File: config.mk
export PLATFORM = sky130hd
export DESIGN_NAME = pipeline_issue_ctrl
export DESIGN_NICKNAME = d
export VERILOG_FILES = /design/src/rtl/pipeline_issue_pkg.sv /design/src/rtl/issue_fifo.sv /design/src/rtl/pipeline_issue_ctrl.sv
export SDC_FILE = /design/constraint.sdc
export NUM_CORES = 1
export LEC_CHECK = 0
export ABC_CLOCK_PERIOD_IN_PS = 5800
export CAP_MARGIN = 20
export CORE_MARGIN = 3
export CORE_UTILIZATION = 60
export CTS_BUF_LIST = sky130_fd_sc_hd__clkbuf_8 sky130_fd_sc_hd__clkbuf_16
export CTS_CLUSTER_DIAMETER = 100
export DETAILED_ROUTE_END_ITERATION = 7
export GPL_TIMING_DRIVEN = 0
export PLACE_DENSITY = 0.82
export SETUP_SLACK_MARGIN = 0.02
export SYNTH_ARGS = -nofsm -noshare
export SYNTH_HDL_FRONTEND = slang
export SYNTH_SLANG_ARGS = --single-unit
File: constraint.sdc
create_clock -name clk -period 5.8 [get_ports clk]
set_input_delay 1.45 -clock clk [delete_from_list [all_inputs] [get_ports clk]]
set_output_delay 1.45 -clock clk [all_outputs]
set_load 0.02 [all_outputs]
File: src/rtl/pipeline_issue_pkg.sv
// Shared types for the pipeline issue/flow-control sequencer.
package pipeline_issue_pkg;

   typedef enum logic [1:0] {
      ST_RUN   = 2'd0,
      ST_DRAIN = 2'd1,
      ST_DONE  = 2'd2,
      ST_IDLE  = 2'd3
   } state_e;

   // One slot of the tag delay line that shadows the datapath.
   typedef struct packed {
      logic valid;
      logic last;
   } tag_t;

endpackage

File: src/rtl/issue_fifo.sv
// Result buffer: synchronous FIFO with occupancy count and async active-low reset.
module issue_fifo #(
   parameter int WIDTH = 33,
   parameter int DEPTH = 8,
   parameter int CNT_W = $clog2(DEPTH + 1)
) (
   input  logic             clk_i,
   input  logic             rst_ni,
   input  logic             push_i,
   input  logic [WIDTH-1:0] wdata_i,
   input  logic             pop_i,
   output logic [WIDTH-1:0] rdata_o,
   output logic [CNT_W-1:0] count_o
);

   localparam int PTR_W = (DEPTH > 1) ? $clog2(DEPTH) : 1;

   logic [WIDTH-1:0] mem_q [DEPTH];
   logic [PTR_W-1:0] wr_ptr_q, rd_ptr_q;
   logic [CNT_W-1:0] count_q, count_d;
   logic             do_pop;

   function automatic logic [PTR_W-1:0] ptr_inc(input logic [PTR_W-1:0] p);
      return (p == PTR_W'(DEPTH - 1)) ? '0 : p + PTR_W'(1);
   endfunction

   assign do_pop = pop_i && (count_q != '0);

   always_comb begin
      count_d = count_q;
      case ({push_i, do_pop})
         2'b10:   count_d = count_q + CNT_W'(1);
         2'b01:   count_d = count_q - CNT_W'(1);
         default: count_d = count_q;
      endcase
   end

   always_ff @(posedge clk_i or negedge rst_ni) begin
      if (!rst_ni) begin
         wr_ptr_q <= '0;
         rd_ptr_q <= '0;
         count_q  <= '0;
      end else begin
         if (push_i) wr_ptr_q <= ptr_inc(wr_ptr_q);
         if (do_pop) rd_ptr_q <= ptr_inc(rd_ptr_q);
         count_q <= count_d;
      end
   end

   // Storage carries no reset; the count alone decides what is valid.
   always_ff @(posedge clk_i) begin
      if (push_i) mem_q[wr_ptr_q] <= wdata_i;
   end

   assign rdata_o = mem_q[rd_ptr_q];
   assign count_o = count_q;

   // Credits upstream must make a push into a full buffer unreachable.
   a_no_overflow: assert property (@(posedge clk_i) disable iff (!rst_ni)
      !(push_i && (count_q == CNT_W'(DEPTH))));

endmodule

File: src/rtl/pipeline_issue_ctrl.sv
// Issue sequencer for a fixed-latency non-stallable datapath: credit-gated launch,
// tag tracking of in-flight beats, result buffering and a drain handshake.
module pipeline_issue_ctrl
   import pipeline_issue_pkg::*;
#(
   parameter int DATA_WIDTH = 32,
   parameter int LATENCY    = 4,
   parameter int FIFO_DEPTH = 8,
   parameter int CNT_WIDTH  = $clog2(FIFO_DEPTH + 1)
) (
   input  logic                  clk,
   input  logic                  rst,
   input  logic                  in_valid,
   output logic                  in_ready,
   input  logic [DATA_WIDTH-1:0] in_data,
   input  logic                  in_last,
   output logic                  pipe_en,
   output logic [DATA_WIDTH-1:0] pipe_in_data,
   input  logic [DATA_WIDTH-1:0] pipe_out_data,
   output logic                  out_valid,
   input  logic                  out_ready,
   output logic [DATA_WIDTH-1:0] out_data,
   output logic                  out_last,
   input  logic                  drain_req,
   output logic                  drain_done,
   output logic [CNT_WIDTH-1:0]  occupancy
);

   typedef struct packed {
      logic [DATA_WIDTH-1:0] data;
      logic                  last;
   } entry_t;

   state_e               state_q, state_d;
   tag_t                 tag_q [LATENCY];
   logic [CNT_WIDTH-1:0] in_flight_q, in_flight_d;
   logic [CNT_WIDTH-1:0] fifo_count;
   logic [CNT_WIDTH-1:0] credits;
   entry_t               wr_entry, rd_entry;
   logic                 launch, push, pop;

   // Every launched beat reserves a buffer slot, so a result always has room.
   assign credits  = CNT_WIDTH'(FIFO_DEPTH) - fifo_count - in_flight_q;
   assign in_ready = rst && (state_q == ST_RUN) && !drain_req && (credits != '0);
   assign launch   = in_valid && in_ready;

   assign pipe_en      = launch;
   assign pipe_in_data = in_data;

   assign push     = tag_q[LATENCY-1].valid;
   assign wr_entry = '{data: pipe_out_data, last: tag_q[LATENCY-1].last};

   assign out_valid  = (fifo_count != '0);
   assign pop        = out_valid && out_ready;
   assign out_data   = rd_entry.data;
   assign out_last   = rd_entry.last;
   assign occupancy  = fifo_count + in_flight_q;
   assign drain_done = (state_q == ST_DONE);

   always_comb begin
      in_flight_d = in_flight_q;
      case ({launch, push})
         2'b10:   in_flight_d = in_flight_q + CNT_WIDTH'(1);
         2'b01:   in_flight_d = in_flight_q - CNT_WIDTH'(1);
         default: in_flight_d = in_flight_q;
      endcase
   end

   always_ff @(posedge clk or negedge rst) begin
      if (!rst) begin
         in_flight_q <= '0;
         for (int i = 0; i < LATENCY; i++) tag_q[i] <= '0;
      end else begin
         in_flight_q <= in_flight_d;
         tag_q[0]    <= '{valid: launch, last: in_last};
         for (int i = 1; i < LATENCY; i++) tag_q[i] <= tag_q[i-1];
      end
   end

   always_ff @(posedge clk or negedge rst) begin
      if (!rst) state_q <= ST_RUN;
      else      state_q <= state_d;
   end

   always_comb begin
      state_d = state_q;
      case (state_q)
         ST_RUN:   if (drain_req) state_d = ST_DRAIN;
         ST_DRAIN: if ((in_flight_q == '0) && (fifo_count == '0)) state_d = ST_DONE;
         ST_DONE:  state_d = ST_IDLE;
         ST_IDLE:  if (!drain_req) state_d = ST_RUN;
         default:  state_d = ST_RUN;
      endcase
   end

   issue_fifo #(
      .WIDTH ($bits(entry_t)),
      .DEPTH (FIFO_DEPTH),
      .CNT_W (CNT_WIDTH)
   ) u_fifo (
      .clk_i   (clk),
      .rst_ni  (rst),
      .push_i  (push),
      .wdata_i (wr_entry),
      .pop_i   (pop),
      .rdata_o (rd_entry),
      .count_o (fifo_count)
   );

endmodule

==> flow_metrics.tcl <==
set metrics [dict create \
    synth_area_mm2 0.01186 \
    tightest_slew_ns 0.9859 \
    cp.required_ns 4.35 \
    vias 5877 \
    post_cts_buffers 0 \
    place_area_mm2 0.01358 \
    yosys_warnings 0 \
    grt_pass1_wl_mm 36.00 \
    layout_common_cells "264 x edfxtp_1, 110 x clkdlybuf4s50_1, 66 x mux4_2" \
    cts-hold-fix-buffers 0 \
    leakagePower_uw 0.004958 \
    start_kind "input port" \
    ctsHtreeMaxLevel 1 \
    ctsRootBufferMaster "clkbuf_16" \
    drc 0 \
    routabilityCongestion 0.7394 \
    antenna_cells 0 \
    setup_tns_ns 0 \
    relSlewSlack_pct 34.27 \
    syn_avg_cell_area_um2 20.77 \
    cts_resized 0 \
    fmax_mhz 202.1 \
    final_layout_size_suffix_gt1_share_pct 28.19 \
    cp.arrival_ns 3.50 \
    hold_viol 0 \
    max-cap-violations 0 \
    drt_iter0_drc 430 \
    clkTransAtPathRegs_ns 0.06 \
    cts-buffers-inserted 28 \
    core.rowCount 50 \
    grt_max_degree 24 \
    peakVddDrop_v 0.0004887 \
    worstPathMaxFanout 21 \
    drt-pass1-iter-count 5 \
    ys_types 42 \
    final_antenna_net_count 0 \
    critical_path_class "input port to primary output" \
    fill_cells 1066 \
    clock-sinks 288 \
    grt_pass1_vias 6529 \
    synthToLayoutAreaGrowth_pct 21.66 \
    setup_violations 0 \
    skew_ns 0.01836 \
    die_w_um 146.6 \
    clk_latency_ns 0.53 \
    cts_tree "done" \
    wl_per_cell_um 22.66 \
    place_ws_ns 0.8573 \
    maxSlewViolCount 0 \
    final_area_mm2 0.01443 \
    synthCells 571 \
    final_core_util_pct 75.61 \
    synthesis.nets 666 \
    synth.ff_latch_count 288 \
    final_common_cell "edfxtp_1" \
    final_nets 820 \
    min-delay-path-class "flip-flop to flip-flop" \
    antenna_found_initial 0 \
    period_share_pct 85.30 \
    hpwl_mm 14.90 \
    io_pins 143 \
    die_y_um 146.6 \
    p_per_area_mw_per_mm2 455.6 \
    fin_crit_ns 4.947 \
    vias_per_cell 5.848 \
    status "completed" \
    grt.overflow.total 0 \
    ys_seq_area_share_pct 71.92 \
    clockBufferDepth 3 \
    endpoint_kind "primary output" \
    io_buffers 110 \
    start_util_pct 62.14 \
    dieArea_mm2 0.02149 \
    finalWorstSetupSlack_ns 0.8525 \
    rsz0062_at_grt "no" \
    core-area_mm2 0.01908 \
    wl_mm 22.77 \
    grt_usage_pct 21.61 \
]
-- final cells by class --
cell class	instances	area (µm²)	area share, %
plain buffers	53	386.6	2.680
clock buffers	32	767.0	5.317
clock inverters	18	75.07	0.5204
inverters	19	71.32	0.4944
multi-input cells	211	2927	20.29
flip-flops and latches	288	8528	59.12
well taps	260	325.3	2.255
repair buffers	124	1346	9.332
-- per-stage QoR --
step	total power, µW	hold slack (ns)	cells
CTS	6636	0.3494	1005
global placement	4898	0.3347	941
finish	6573	0.3509	1005
global route	6885	0.3634	1005
detailed placement	4992	0.3358	955
floorplan	4157	0.3312	571
-- cell families after synthesis --
group / count (synthesis) / synth area share [%]
multiplexers: 107 / 16.94
AO/OA/AOI/OAI: 26 / 1.625
adder cells (fa/ha/maj): 25 / 2.955
XOR/XNOR: 9 / 0.6648
flip-flops: 288 / 71.92
buffers and inverters: 72 / 3.862
AND/OR/NAND/NOR: 44 / 2.036
-- cell usage after synthesis --
| cell type | instances | share of area (%) |
|---|---|---|
| nor2b_1 | 2 | 0.11 |
| ha_1 | 20 | 2.1 |
| a21bo_2 | 1 | 0.084 |
| buf_12 | 3 | 0.51 |
| o2bb2ai_1 | 1 | 0.074 |
| buf_4 | 32 | 2.0 |
| nor2_1 | 6 | 0.19 |
| buf_2 | 9 | 0.38 |
| a21boi_0 | 1 | 0.063 |
| nand3_1 | 6 | 0.25 |
| inv_1 | 19 | 0.60 |
| or4_1 | 1 | 0.063 |
| a21o_1 | 1 | 0.063 |
| o211ai_1 | 4 | 0.25 |
| nor4_1 | 2 | 0.11 |
| o311ai_0 | 2 | 0.15 |
| o41ai_2 | 1 | 0.14 |
| nand2b_1 | 4 | 0.21 |
| and3_1 | 1 | 0.053 |
| fa_1 | 5 | 0.84 |
| mux2i_1 | 3 | 0.25 |
| mux2_2 | 21 | 2.0 |
| o21bai_1 | 1 | 0.063 |
| nand2_1 | 9 | 0.28 |
| xor2_1 | 3 | 0.22 |
| a31oi_1 | 1 | 0.053 |
| mux2_4 | 17 | 2.2 |
| nand4_1 | 1 | 0.053 |
| dfrtp_1 | 24 | 5.1 |
| nor3_1 | 4 | 0.17 |
| or4b_2 | 2 | 0.17 |
| buf_6 | 1 | 0.095 |
| edfxtp_1 | 264 | 67 |
| mux4_2 | 66 | 13 |
| o21ai_0 | 5 | 0.21 |
| clkbuf_1 | 7 | 0.22 |
| xnor2_1 | 6 | 0.44 |
| a2111o_1 | 2 | 0.19 |
| o2111ai_1 | 1 | 0.074 |
| buf_1 | 1 | 0.032 |
| a21oi_1 | 5 | 0.21 |
| nor3b_1 | 6 | 0.38 |
-- flip-flops by register name, summed over array words and instances, names as in the netlist --
name	count
in_flight_q	4
push	1
state_q	2
tag_q	7
u_fifo.count_o	4
u_fifo.mem_q	264
u_fifo.rd_ptr_q	3
u_fifo.wr_ptr_q	3
-- path summary, 6_finish.rpt --
| check | cells after the start | to | slack [ns] | start |
|---|---|---|---|---|
| setup reg to reg | 12 | in_flight_q[3] | 2.03 | u_fifo.count_o[0] |
| max in group asynchronous | 2 | tag_q[0] | 4.10 | rst |
| min in group asynchronous | 1 | u_fifo.count_o[0] | 1.24 | rst |
| hold reg to reg | 0 | tag_q[5] | 0.35 | tag_q[7] |
| setup / recovery | 5 | pipe_en | 0.85 | rst |
| hold / removal | 0 | tag_q[5] | 0.35 | tag_q[7] |
-- metal layers --
layer  GRT usage [%]  vias up  wire (µm)
met3           3.786       40       1393
met2           37.89      234      11880
li1                -     2591          -
met5               0        -          0
met4           5.362        0        429
met1           28.54     3012       9063
-- power breakdown --
part / internal (µW) / switching, µW
clock network: 933 / 697
logic: 1300 / 1190
registers: 2360 / 93.6
-- worst max-delay path, cell delays in order --
cell	delay, ns
clkdlybuf4s50_1	0.75
buf_16	0.22
and3_1	0.17
a21boi_0	0.24
clkdlybuf4s50_1	0.65
No activity file was read; power rests on OpenSTA's default activity.
